[src/rtl/cpu_pkg.sv]
// cpu_pkg: shared opcodes, control-bit indices, idle control word and T-state encoding.
package cpu_pkg;

    localparam logic [3:0] OP_NOP = 4'd0;
    localparam logic [3:0] OP_LDA = 4'd1;
    localparam logic [3:0] OP_ADD = 4'd2;
    localparam logic [3:0] OP_SUB = 4'd3;
    localparam logic [3:0] OP_STA = 4'd4;
    localparam logic [3:0] OP_LDI = 4'd5;
    localparam logic [3:0] OP_JMP = 4'd6;
    localparam logic [3:0] OP_JC  = 4'd7;
    localparam logic [3:0] OP_JZ  = 4'd8;
    localparam logic [3:0] OP_OUT = 4'd14;
    localparam logic [3:0] OP_HLT = 4'd15;

    localparam int B_CP   = 14;
    localparam int B_EP   = 13;
    localparam int B_LP   = 12;
    localparam int B_NLMA = 11;
    localparam int B_NLMD = 10;
    localparam int B_NCE  = 9;
    localparam int B_NLR  = 8;
    localparam int B_NLI  = 7;
    localparam int B_NEI  = 6;
    localparam int B_NLA  = 5;
    localparam int B_EA   = 4;
    localparam int B_SUB  = 3;
    localparam int B_EU   = 2;
    localparam int B_NLB  = 1;
    localparam int B_NLO  = 0;

    // Asserting any signal flips its bit away from the idle level, so a step is CTRL_IDLE ^ mask.
    localparam logic [14:0] M_CP   = 15'(1) << B_CP;
    localparam logic [14:0] M_EP   = 15'(1) << B_EP;
    localparam logic [14:0] M_LP   = 15'(1) << B_LP;
    localparam logic [14:0] M_NLMA = 15'(1) << B_NLMA;
    localparam logic [14:0] M_NLMD = 15'(1) << B_NLMD;
    localparam logic [14:0] M_NCE  = 15'(1) << B_NCE;
    localparam logic [14:0] M_NLR  = 15'(1) << B_NLR;
    localparam logic [14:0] M_NLI  = 15'(1) << B_NLI;
    localparam logic [14:0] M_NEI  = 15'(1) << B_NEI;
    localparam logic [14:0] M_NLA  = 15'(1) << B_NLA;
    localparam logic [14:0] M_EA   = 15'(1) << B_EA;
    localparam logic [14:0] M_SUB  = 15'(1) << B_SUB;
    localparam logic [14:0] M_EU   = 15'(1) << B_EU;
    localparam logic [14:0] M_NLB  = 15'(1) << B_NLB;
    localparam logic [14:0] M_NLO  = 15'(1) << B_NLO;

    localparam logic [14:0] CTRL_IDLE = 15'h0FE3;

    typedef enum logic [2:0] {
        T0   = 3'd0,
        T1   = 3'd1,
        T2   = 3'd2,
        T3   = 3'd3,
        T4   = 3'd4,
        T5   = 3'd5,
        HALT = 3'd7
    } tstate_t;

endpackage

[src/rtl/microcode_rom.sv]
// microcode_rom: combinational control word for the current T-state, opcode and flags.
module microcode_rom #(
    parameter logic [14:0] CTRL_IDLE = cpu_pkg::CTRL_IDLE
) (
    input  cpu_pkg::tstate_t state,
    input  logic [3:0]       opcode,
    input  logic             CF,
    input  logic             ZF,
    output logic [14:0]      word
);
    import cpu_pkg::*;

    logic [14:0] m;

    always_comb begin
        m = '0;
        case (state)
            T0: m = M_EP | M_NLMA;
            T1: m = M_CP;
            T2: m = M_NCE | M_NLI;
            T3: case (opcode)
                OP_LDA, OP_ADD, OP_SUB, OP_STA: m = M_NEI | M_NLMA;
                OP_LDI: m = M_NEI | M_NLA;
                OP_JMP: m = M_NEI | M_LP;
                OP_JC:  m = CF ? (M_NEI | M_LP) : '0;
                OP_JZ:  m = ZF ? (M_NEI | M_LP) : '0;
                OP_OUT: m = M_EA | M_NLO;
                default: m = '0;
            endcase
            T4: case (opcode)
                OP_LDA:         m = M_NCE | M_NLA;
                OP_ADD, OP_SUB: m = M_NCE | M_NLB;
                OP_STA:         m = M_EA | M_NLMD;
                default:        m = '0;
            endcase
            T5: case (opcode)
                OP_ADD:  m = M_EU | M_NLA;
                OP_SUB:  m = M_EU | M_NLA | M_SUB;
                OP_STA:  m = M_NLR;
                default: m = '0;
            endcase
            default: m = '0;
        endcase
    end

    assign word = CTRL_IDLE ^ m;

endmodule

[src/rtl/control_sequencer.sv]
// control_sequencer: T-state register and next-state logic driving the microcode ROM.
module control_sequencer #(
    parameter logic [14:0] CTRL_IDLE = cpu_pkg::CTRL_IDLE
) (
    input  logic        clk,
    input  logic        rst_n,
    input  logic [3:0]  opcode,
    input  logic        CF,
    input  logic        ZF,
    output logic [14:0] out,
    output logic [2:0]  step,
    output logic        halted
);
    import cpu_pkg::*;

    tstate_t     state, state_nxt;
    logic [14:0] rom_word;

    always_ff @(posedge clk or negedge rst_n) begin
        if (!rst_n) state <= T0;
        else        state <= state_nxt;
    end

    always_comb begin
        state_nxt = state;
        case (state)
            T0: state_nxt = T1;
            T1: state_nxt = T2;
            T2: state_nxt = T3;
            T3: case (opcode)
                OP_LDA, OP_ADD, OP_SUB, OP_STA: state_nxt = T4;
                OP_HLT:  state_nxt = HALT;
                default: state_nxt = T0;
            endcase
            T4: state_nxt = (opcode == OP_ADD || opcode == OP_SUB || opcode == OP_STA) ? T5 : T0;
            T5: state_nxt = T0;
            HALT: state_nxt = HALT;
            default: state_nxt = T0;
        endcase
    end

    microcode_rom #(.CTRL_IDLE(CTRL_IDLE)) u_rom (
        .state  (state),
        .opcode (opcode),
        .CF     (CF),
        .ZF     (ZF),
        .word   (rom_word)
    );

    // Gate with rst_n so the word goes idle the instant reset asserts, not just on the T0 it forces.
    assign out    = rst_n ? rom_word : CTRL_IDLE;
    assign step   = 3'(state);
    assign halted = (state == HALT);

endmodule

[config.mk]
export PLATFORM = sky130hd
export DESIGN_NAME = control_sequencer
export DESIGN_NICKNAME = d
export VERILOG_FILES = /design/src/rtl/cpu_pkg.sv /design/src/rtl/microcode_rom.sv /design/src/rtl/control_sequencer.sv
export SDC_FILE = /design/constraint.sdc
export NUM_CORES = 1
export LEC_CHECK = 0
export ABC_CLOCK_PERIOD_IN_PS = 2410
export CORE_MARGIN = 2
export CORE_UTILIZATION = 40
export DETAILED_ROUTE_END_ITERATION = 10
export GPL_TIMING_DRIVEN = 0
export PLACE_DENSITY = 0.78
export REMOVE_ABC_BUFFERS = 1
export SYNTH_ARGS = -nofsm -noshare
export SYNTH_HDL_FRONTEND = slang
export SYNTH_HIERARCHICAL = 1
export SYNTH_SLANG_ARGS = --single-unit
[constraint.sdc]
create_clock -name clk -period 2.41 [get_ports clk]
set_clock_uncertainty 0.1 [all_clocks]
set_input_delay 0.482 -clock clk [delete_from_list [all_inputs] [get_ports clk]]
set_output_delay 0.482 -clock clk [all_outputs]
set_load 0.03 [all_outputs]
---- After elaboration in Yosys (flattened, before gate mapping) ----
Index checks and enable logic that the tools add are counted.
storage, ports and cells
  output and inout bits ................... 19
  bits of input ports ..................... 8
  flip-flop bits (word level) ............. 3
operators by class
  muxes and demuxes ....................... 10
  equal/unequal tests ..................... 16
  bitwise gates (word level) .............. 1
  reduce and logical (&&, ||, !) cells .... 5
operators by type and width
  kind                  number
  $pmux W15 S6          2
  $pmux W11 S3          1
  $pmux W9 S3           1
  $mux W13              2
  $pmux W3 S6           1
  $eq A4 B3 Y1 const B  4
  $mux W15              1
  $eq A4 B4 Y1 const B  3
  $eq A3 B3 Y1 const B  3
  $not A9 Y9            1
  $eq A4 B2 Y1 const B  2
  $eq A3 B2 Y1 const B  2
  $pmux W3 S2           1
  $eq A4 B1 Y1 const B  1
  $reduce_or A4 Y1      1
  $eq A3 B1 Y1 const B  1
  $logic_not A3 Y1      1
  $mux W3               1
  $logic_or A1 B1 Y1    2
  $reduce_or A2 Y1      1

---- Longest topological paths before layout ----
  depth in word-level cells ............... 6
  mapped depth ............................ 5

---- Cells and area by module ----
The synthesis kept the hierarchy.
modules (own cells, without submodules)
  module             cells each  area each (um2)  seq. area each (um2)  times used
  control_sequencer  36          299.0            75.1                  1
  microcode_rom      44          281.5            0.0                   1

---- Worst setup path before layout ----
Ideal clock, no wire load.
  path kind ............................... register -> output
  from .................................... register state[0] (netlist: step[0])
  to ...................................... output out[6]
  buffers on the path ..................... 0
  cell stages (with the launch flop) ...... 5
  data required time ...................... 1828 ps
  slack ................................... 131 ps
  data arrival time ....................... 1697 ps
  cells stage by stage .................... dfrtp_1 and3b_2 o211ai_2 a2111o_1 nand2b_1
on the way
  longest elaborated chain between the ends .. 4
  elaborated cells on any way between the ends .. 9
ends and longest elaborated chain
  element                                     RTL line                 RTL
  start, declared                             control_sequencer.sv:16  tstate_t state, state_nxt;
  start signal, assigned                      control_sequencer.sv:21  else state <= state_nxt;
  $eq A3 B3 Y1, or another cell as far along  microcode_rom.sv:17      case (state)
  $pmux W15 S6 (*)                            microcode_rom.sv:17
  $not A9 Y9 (no source line) (*)             n/a
  via rom_word[6]                             control_sequencer.sv:17  logic [14:0] rom_word;
  $mux W15 (*)                                control_sequencer.sv:51  assign out = rst_n ? rom_word : CTRL_IDLE;
  end, declared                               control_sequencer.sv:10  output logic [14:0] out,
The timed path passes the listed nets; every way through them passes the cells marked *.

---- Worst setup path in the final report ----
  from .................................... register state[2] (netlist: step[2])
  to ...................................... output out[0]
The elaborated chain is that of the path after synthesis.

==> impl_metrics.py <==
metrics = {
    "clocking": {
        "htree_levels": 1,
        "clockBufferDepth": 2,
        "insertion_delay_ns": 0.23,
        "cts.clk_slew.worst_paths_ns": 0.04,
        "cts_tree": "done",
        "cts_sinks": 3,
        "root_buffer": "clkbuf_4",
        "cts_buffers": 3,
    },
    "floorplan": {
        "die_x_um": 42.1,
        "start_util": 0.435,
        "die_area_mm2": 0.00177,
        "coreArea_mm2": 0.00133,
        "pin_count": 27,
        "num_rows": 13,
        "die_h_um": 42.1,
    },
    "sta": {
        "finalMaxSlewViolations": 0,
        "hold_ws_ns": 0.131,
        "slew_headroom": 0.776,
        "hold_viol": 0,
        "worst_slew_pin_slew_ns": 0.333,
        "finalSetupViolCount": 0,
        "period_minus_slack_ns": 2.40,
        "rsz0062_at_grt": "yes",
        "fin_ws_ns": 0.00771,
        "fin_crit_sh": 0.997,
        "fmax_ghz": 0.416,
        "setup-tns-final_ns": 0,
    },
    "pwr": {
        "peakVddDrop_mv": 0.232,
        "intPower_mw": 0.129,
        "seqPwrFrac": 0.281,
        "power_mw": 0.180,
        "powerDensity_mw_per_mm2": 197,
        "switching_share": 0.286,
        "switching_power_mw": 0.0515,
        "p_comb_frac": 0.242,
        "power_frac_clock": 0.477,
        "p_leak_nw": 0.375,
    },
    "cells_and_area": {
        "final_area_um2": 913,
        "multiInputGateArea_um2": 474,
        "antenna_cells": 0,
        "fillers": 124,
        "stdcell_count": 129,
        "final_util": 0.685,
        "area_growth_pct": 57.3,
        "largest_register_ffs": 3,
        "regArea_um2": 78.8,
        "fin_nets": 123,
        "drive_gt1_frac": 0.263,
    },
    "synthesis": {
        "synth_edf_count": 0,
        "synth_largest_area_cell": "nand2b_1",
        "synth_top_area_share": 0.140,
        "avgSynthCellArea_um2": 7.26,
        "synthDistinctLibCells": 37,
        "synth_ff_type": "dfrtp_1",
        "syn_inst": 80,
        "yosysSeqAreaShare": 0.129,
        "ys_async_sr_fraction": 1.00,
        "synth_warnings": 6,
        "synth.ff_latch_count": 3,
        "synth_area_leaders": "nand2b_1 14%, dfrtp_1 13%, and2_1 7.5%",
        "synthTopCellsByCount": "13 x nand2b_1, 7 x and2_1, 5 x nor2_1, 4 x nor2b_1, 4 x nor3_1",
        "syn-cell-area_um2": 581,
        "synthMostInstantiatedCell": "nand2b_1",
    },
    "critical_path": {
        "required_ns": 1.83,
        "r2r-end": "step[2]",
        "r2r_setup_slack_ns": 0.78,
        "cp.arrival_ns": 1.82,
        "cp-end-kind": "primary output",
        "worst-setup-path-type": "flop to primary output",
        "r2r-start": "step[1]",
        "cp_max_fo": 9,
        "start_kind": "flop",
        "ff2ff_path_depth": 5,
    },
    "route": {
        "wl_per_cell_um": 12.9,
        "drc": 0,
        "vias": 726,
        "routed_wl_um": 1660,
        "avgViaCountPerCell": 5.63,
        "drt_iter0_drc": 11,
        "first_pass_iters": 4,
        "antenna_left": 0,
    },
    "global_routing": {
        "grt_use_met1": 0.230,
        "grt.busiest_layer": "met2",
        "antenna_found_initial": 0,
        "grt_max_degree": 19,
        "grt_use_total": 0.180,
        "grt_pass1_wl_um": 2570,
        "use_met3": 0.0172,
        "grt_pass1_vias": 583,
        "gr-total-overflow": 0,
        "grt.met2_usage": 0.306,
    },
    "placed_design": {
        "numPortBuffers": 26,
        "pre_cts_slack_ns": -0.999,
        "dp_hpwl_um": 1060,
        "dpl_cell_area_um2": 835,
        "routabilityCongestion": 0.788,
        "dp.cells": 117,
    },
    "status": {
        "outcome": "finished clean",
    },
    "min_path": {
        "timing.hold.worst.class": "input pin to asynchronous set/reset pin",
    },
    "flow_run": {
        "drv_cap": 0,
    },
}
==> layout by cell type, fill, tap and decap left out, types with 2 or more instances in the layout <==
master and instances:
nand2b_1 13, and2_1 7, buf_2 7, buf_4 7, clkdlybuf4s50_1 6, dlygate4sd2_1 6, nor2_1 5, nor3_1 4
nor2b_1 4, dlymetal6s2s_1 4, inv_1 3, clkbuf_4 3, clkdlybuf4s15_2 3, dfrtp_2 3, nand3_1 3, a21oi_1 3
nand4_1 3, xnor2_1 2, or4_1 2, nand2_1 2, a31oi_1 2
==> worst max-delay path by stage <==
stage | from | to | slack [ns] | depth (start not counted)
finish | step[2] | out[0] | 0.008 | 5
global route | step[2] | out[0] | -0.08 | 5
CTS | step[2] | out[6] | -0.11 | 5
detailed placement | opcode[1] | out[6] | -1.0 | 6
global placement | opcode[1] | out[6] | -0.97 | 6
floorplan | step[0] | out[6] | 0.13 | 4
==> routing by layer <==
layer	up-vias	wire length (um)
li1	364	-
met1	327	714
met2	35	832
met3	0	111
met4	0	0
met5	-	0
==> power groups by stage <==
stage | combinational (mW) | sequential, mW | clock [mW]
2_1_floorplan | 0.0158 | 0.0513 | 0
3_3_place_gp | 0.0451 | 0.0513 | 0
3_5_place_dp | 0.0456 | 0.0513 | 0
4_1_cts | 0.0432 | 0.0506 | 0.0880
5_1_grt | 0.0485 | 0.0505 | 0.0967
6_report | 0.0436 | 0.0506 | 0.0858
==> logic make-up after synthesis <==
logic type	Yosys count	synth area share
and+or+nand+nor	53	0.582
AOI/OAI and AO/OA	15	0.196
buffers and inverters	7	0.0625
DFF	3	0.129
xor gates and xnor gates	2	0.0302
==> worst max-delay path, stage by stage (launching register included) <==
cell and delay (ns):
dfrtp_2 0.45, buf_4 0.16, nand2b_1 0.16, or4_1 0.49
nand2b_1 0.15, buf_2 0.18
==> what timing repair did <==
action | CTS | global route
gates resized for setup | 50 | 8
hold buffers | 0 | 0
setup buffers | 0 | 8
endpoints found under the setup margin | 15 | 10
==> final cells by class <==
| cell class | count | area share |
|---|---|---|
| sequential | 3 | 0.0863 |
| multi-input combinational | 70 | 0.519 |
| inverter | 3 | 0.0123 |
| timing repair buffer | 34 | 0.333 |
| clock buffer | 4 | 0.0288 |
| tap | 15 | 0.0205 |
Note: power is estimated with default switching activity, not from simulation.
